===== src/rtl/agc_timepulse_gen.sv =====
// rtl/agc_timepulse_gen.sv - AGC master timepulse generator (T01..T12 memory-cycle sequencer)
//
// Divides clk into memory cycles (MCTs) of NT one-hot timepulses, each PHASES
// clocks long. A monitor stop halts the generator at the end of an MCT; with
// TP_STEP_EN defined a rising edge on step runs exactly one more MCT.
//
// Optional feature macro: TP_STEP_EN (single-step logic; undefined = HALT exits
// only when stop drops, step port ignored).
//
// Ports:
//   clk        in   simulation clock, rising edge
//   rst        in   synchronous active-high reset
//   stop       in   monitor stop request (level)
//   step       in   single-step request (rising edge)
//   t          out  [NT-1:0] one-hot timepulse, bit 0 = T01
//   phase      out  [3:0] clock index within the timepulse
//   tp_edge    out  first clock of each timepulse while running
//   mct_end    out  last clock of the last timepulse while running
//   mct_count  out  [CNT_W-1:0] completed memory cycles, wrapping
//   halted     out  generator frozen at end of MCT

module agc_timepulse_gen #(
    parameter int PHASES = 4,
    parameter int NT     = 12,
    parameter int CNT_W  = 16
) (
    input  logic             clk,
    input  logic             rst,
    input  logic             stop,
    input  logic             step,
    output logic [NT-1:0]    t,
    output logic [3:0]       phase,
    output logic             tp_edge,
    output logic             mct_end,
    output logic [CNT_W-1:0] mct_count,
    output logic             halted
);

`ifdef TP_STEP_EN
    typedef enum logic [1:0] {S_RUN = 2'd0, S_HALT = 2'd1, S_STEP = 2'd2} state_t;
`else
    typedef enum logic [0:0] {S_RUN = 1'b0, S_HALT = 1'b1} state_t;
`endif

    localparam logic [3:0] PH_LAST = 4'(PHASES - 1);

    state_t state;
    state_t state_nxt;
    logic   last_phase;
    logic   boundary;

    assign last_phase = (phase == PH_LAST);
    // The MCT boundary only exists while the generator is actually running.
    assign boundary   = (state != S_HALT) && t[NT-1] && last_phase;

`ifdef TP_STEP_EN
    logic step_q;
    logic step_rise;

    always_ff @(posedge clk) begin
        if (rst) begin
            step_q <= 1'b0;
        end else begin
            step_q <= step;
        end
    end

    assign step_rise = step && !step_q;
`else
    logic unused_step;
    assign unused_step = step;
`endif

    // State register
    always_ff @(posedge clk) begin
        if (rst) begin
            state <= S_RUN;
        end else begin
            state <= state_nxt;
        end
    end

    // Next-state logic; stop is only looked at on a boundary or while halted,
    // so a mid-MCT stop always lets the cycle finish.
    always_comb begin
        state_nxt = state;
        case (state)
            S_RUN: begin
                if (boundary && stop) state_nxt = S_HALT;
            end
`ifdef TP_STEP_EN
            S_STEP: begin
                if (boundary) state_nxt = stop ? S_HALT : S_RUN;
            end
`endif
            S_HALT: begin
                if (!stop) state_nxt = S_RUN;
`ifdef TP_STEP_EN
                else if (step_rise) state_nxt = S_STEP;
`endif
            end
            default: state_nxt = S_RUN;
        endcase
    end

    // Timepulse / phase / cycle counter datapath
    always_ff @(posedge clk) begin
        if (rst) begin
            t         <= NT'(1);
            phase     <= 4'd0;
            mct_count <= '0;
        end else if (state == S_HALT) begin
            // Leaving HALT restarts cleanly at T01 phase 0.
            if (state_nxt != S_HALT) begin
                t     <= NT'(1);
                phase <= 4'd0;
            end
        end else begin
            if (boundary) mct_count <= mct_count + CNT_W'(1);
            if (last_phase) begin
                // Entering HALT freezes T12 at its last phase.
                if (state_nxt != S_HALT) begin
                    phase <= 4'd0;
                    t     <= {t[NT-2:0], t[NT-1]};
                end
            end else begin
                phase <= phase + 4'd1;
            end
        end
    end

    // Outputs decoded from registered state only
    always_comb begin
        halted  = (state == S_HALT);
        tp_edge = (state != S_HALT) && (phase == 4'd0);
        mct_end = boundary;
    end

endmodule

===== config.mk =====
export PLATFORM = sky130hd
export DESIGN_NAME = agc_timepulse_gen
export DESIGN_NICKNAME = d
export VERILOG_FILES = /design/src/rtl/agc_timepulse_gen.sv
export SDC_FILE = /design/constraint.sdc
export NUM_CORES = 1
export LEC_CHECK = 0
export ABC_CLOCK_PERIOD_IN_PS = 2300
export CORE_AREA = 4 4 61 63
export CTS_BUF_LIST = sky130_fd_sc_hd__clkbuf_8
export CTS_CLUSTER_SIZE = 14
export DETAILED_ROUTE_END_ITERATION = 10
export DIE_AREA = 0 0 65 67
export GPL_TIMING_DRIVEN = 0
export PLACE_DENSITY_LB_ADDON = 0.12
export SYNTH_ARGS = -nofsm -noshare
export SYNTH_HDL_FRONTEND = slang
export SYNTH_SLANG_ARGS = --single-unit
export TNS_END_PERCENT = 20

===== constraint.sdc =====
create_clock -name clk -period 2.3 [get_ports clk]
set_clock_uncertainty 0.05 [all_clocks]
set_input_delay 0.69 -clock clk [delete_from_list [all_inputs] [get_ports clk]]
set_output_delay 0.69 -clock clk [all_outputs]
set_load 0.03 [all_outputs]

; ---- After elaboration in Yosys (flattened, before gate mapping)
; Cells that the tools add are included.
[totals]
ff_bits = 33
output_inout_bits = 35
word_cells = 27
[op_classes]
addsub = 2
n_eq_ne = 1
n_mux = 10
bitwise_logic = 2
reduce_logical = 8
[op_table]
columns = op, n
row1 = 12-bit two-way mux, 4
row2 = "16-bit by 1-bit adder with 16-bit output, second input constant", 1
row3 = 4-bit two-way mux, 3
row4 = "4-bit by 1-bit adder with 4-bit output, second input constant", 1
row5 = "4-bit by 2-bit == test with 1-bit output, second input constant", 1
row6 = 1-bit logical AND, 4
row7 = 4-bit zero test, 1
row8 = 2-bit AND reduction, 2
row9 = 1-bit two-way mux, 2
row10 = 1-bit inverter, 2
row11 = 1-bit case mux with 2 select lines, 1
row12 = 2-bit nonzero test, 1

; ---- Longest topological paths before layout
[logic_depth]
word_depth = 9
mapped_depth = 6
ltp_nobuf = 5

; ---- Least setup slack after synthesis
; Ideal clock, no wire load.
[synth_timing]
path_type = flip-flop to output port
from = reg state (netlist: halted)
to = out tp_edge
t_arrival_ns = 1.854
slack_ns = -0.294
path_stages_with_launch = 4
n_path_buf = 2
cell_sequence = dfxtp_1 -> buf_2 -> clkbuf_1 -> nor4b_1
[synth_via]
elab_chain_cells = 2
[synth_lines]
columns = element, line
row1 = "start, declared", 47  ; state_t state;
row2 = "start signal, assigned", 79  ; state <= state_nxt;
row3 = 1-bit inverter (no line), -
row4 = 1-bit logical AND, 135  ; tp_edge = (state != S_HALT) && (phase == 4'd0);
row5 = "end, declared", 33  ; output logic tp_edge,
; No other way between the ends.

; ---- Final worst setup path
; Ends and elaborated chain as after synthesis.

==> metrics.csv <==
metric,value,unit
CTS HTree Levels,2,
cts bufs inserted,5,
max cap viols,0,
Leakage Power,0.705,nW
reg-to-reg critical path startpoint,phase[0]$_SDFF_PP0_,
Syn Std Cell Area,1550,um2
average cell area after synthesis,8.73,um2
final hold violation count,0,
Power Dens Cells,555,nW/um2
DR vias,1497,
Worst EP required,1.56,ns
die extent in y,67,um
CTS Hold Bufs,0,
Synth Register Bits,33,
CTS tree,done,
post-route cell area,2080,um2
crit path DAT,1.49,ns
hold wc startpoint,t[7]$_SDFFE_PP0P_,
num rows,21,
Slew @ Worst Pin,0.546,ns
XOR/XNOR share of the synthesized area,0.0567,
Max Clk Rate,449,MHz
Area after DPL,1980,um2
clock root cell,clkbuf_8,
critical path capture point type,output pin,
final worst-path cycle share,0.968,
final setup violation count,0,
cell count along the critical path,4,
top post-synthesis cells by area,"dfxtp_1 (43%), nand4b_1 (6.8%), a21oi_1 (6.5%), nand2_1 (4.4%), nor2_1 (3.4%)",
largest net degree at the start of global routing,11,
syn_nets,184,
Post-Syn Instances,177,
Post-synth EDFFs,0,
worst setup path class,reg2out,
port bufs,37,
Post-Synth Simple-Gate Area,0.311,
Die ar.,4360,um2
worst reg2reg path endpoint,t[2]$_SDFFE_PP0P_,
Synth Area in Adders,0.0243,
sequential share of power,0.509,
dpl cells,260,
fin util,0.644,
Worst Hold Depth,2,
status,"complete, no violations",
fraction of final layout cells sized beyond drive strength 1,0.113,
Initial Util,0.478,
First DRT Iteration DRCs,92,
chip width,65,um
beginning of the critical path,halted$_SDFF_PP0_,
Remaining DRCs,0,
clock transition at the registers of the reported paths,0.07,ns
NumNets Final,228,
Area Growth Syn to Fin,34.7,%
combinational power share,0.076,
post-route ant nets,0,
most frequent cell after synthesis,dfxtp_1,
Startpoint Class,flip-flop,
postcts setup bufs,0,
routed len/inst,14.3,um
clock tree buffer depth,2,
Worst VDD drop,0.365,mV
clk sinks,33,
leading cell types by count after synthesis,"dfxtp_1 (33), a21oi_1 (20), nand2_1 (18), nor2_1 (14), nand4b_1 (12)",
"Cell Chain, Critical Path",buf_2 -> clkbuf_2 -> nor4b_2 -> buf_2,
crit path capture,tp_edge,
Hold Path Class,reg2reg,
max-slew violation count,0,
gpl congestion,0.818,
Synth Warn #,0,
vias in the first global route,1434,
P_int,0.000883,W
Non-Filler Instances,268,
Clk pwr share,0.416,
CP max-delay cell,dfxtp_1,
Total GRT Usage,0.187,
CORE AREA,3230,um2
final worst setup slack,0.0730,ns
worst skew pair latency,0.28,ns
via/cell ratio,5.59,
initial antenna violation count,0,
Net Sw Frac,0.236,
GR Overflow Total,0,
CP dominant cell by count,buf_2,
Routed WL,3850,um
"CP delay by family, top",buffers and inverters,
"Top FF cell, synth",dfxtp_1,
main combinational cell family by area after synthesis,simple AND/OR/NAND/NOR gates,
first-pass GRT wire length,6290,um
Crit path buffers/inverters,3,
Slew HR,0.635,
Psw,0.000272,W
Worst R2R Path Depth,6,
r2r setup slk,0.38,ns
DR pass1 iterations,4,
crit-path max FO,10,
CP peak stage delay,0.31,ns
mux cell area share after synthesis,0,
n_diodes,0,
RSZ-0062 raised after global routing,true,
Netlist cell types,43,
"Seq/Total Area, Yosys",0.428,
ys async rst share,0,
Yosys top cell area share,0.428,
worst slack at placement,-0.273,ns
top cell type by total area after synthesis,dfxtp_1,
clock period minus final worst setup slack,2.23,ns
post-synthesis compound-gate area fraction,0.134,
DP HPWL,2770,um
# IOs,39,
[cells in the final DEF (no fill, tap or decap), types with 4 or more instances in the layout]
cell / netlist / layout
inv_1: 5 / 5
nand3_1: 6 / 6
xnor2_1: 6 / 6
nand4b_1: 12 / 12
nand2_1: 18 / 18
clkdlybuf4s50_1: 0 / 35
clkbuf_8: 0 / 7
dfxtp_1: 33 / 31
nand4_1: 5 / 5
o21ai_0: 5 / 5
xor2_1: 4 / 4
clkbuf_1: 7 / 6
buf_2: 3 / 4
nor2_1: 14 / 13
a21oi_1: 20 / 20
[registers in the layout, indices dropped and copies added, names as in the netlist]
signal and flops:
mct_count 16, t 12, phase 4, halted 1
[cell type report]
type	instances	area, um2
plain buffers	11	53.8
fillers	311	1150
well taps	46	57.6
clock buffers	7	96.3
clock inverters	1	5.00
repair buffers	37	363
multi-input cells	128	825
inverters	5	18.8
flip-flops and latches	33	663
[through the flow]
| stage | hold slack (ns) | TNS (ns) | power (W) |
|---|---|---|---|
| 6_report | 0.424 | 0 | 0.00116 |
| 5_1_grt | 0.447 | -0.0346 | 0.00120 |
| 4_1_cts | 0.429 | 0 | 0.00116 |
| 3_5_place_dp | 0.419 | -0.961 | 0.000690 |
| 3_3_place_gp | 0.406 | -0.417 | 0.000688 |
| 2_1_floorplan | 0.537 | -0.00772 | 0.000653 |
[power groups by stage]
stage / clock (W) / sequential (W) / combinational [W]
floorplan: 0 / 0.000612 / 0.0000409
finish: 0.000480 / 0.000588 / 0.0000875
global placement: 0 / 0.000599 / 0.0000894
CTS: 0.000489 / 0.000586 / 0.0000881
detailed placement: 0 / 0.000599 / 0.0000906
global route: 0.000520 / 0.000588 / 0.0000939
[tightest hold or removal path: stages, from the launching register on]
cell and delay (ns):
dfxtp_1 0.32, nand2_1 0.06, a21oi_1 0.05
[worst min path at each step]
stage / end / slack [ns]
2_1_floorplan: t[10]$_SDFFE_PP0P_ / 0.54
6_report: t[7]$_SDFFE_PP0P_ / 0.42
3_3_place_gp: t[4]$_SDFFE_PP0P_ / 0.41
5_1_grt: t[4]$_SDFFE_PP0P_ / 0.45
3_5_place_dp: t[6]$_SDFFE_PP0P_ / 0.42
4_1_cts: t[6]$_SDFFE_PP0P_ / 0.43
[timing repair]
| action | CTS | global route |
|---|---|---|
| resized for setup | 15 | 2 |
| endpoints found under the setup margin | 2 | 2 |
| gates cloned | 0 | 0 |
[layer usage]
metal	global-route usage	up-vias	share of wire
met3	0.0472	2	0.039
met2	0.333	37	0.53
met4	0.0844	0	0.0060
li1	-	729	-
met5	0	-	0
met1	0.209	729	0.42
[logic make-up (layout without fill, tap and decap cells)]
group / after synthesis / after routing
simple gates: 80 / 80
compound gates: 35 / 35
flops: 33 / 33
buf+inv: 16 / 61
xor+xnor: 10 / 10
fa+ha+maj: 3 / 3
No activity file was read; power rests on OpenSTA's default activity.
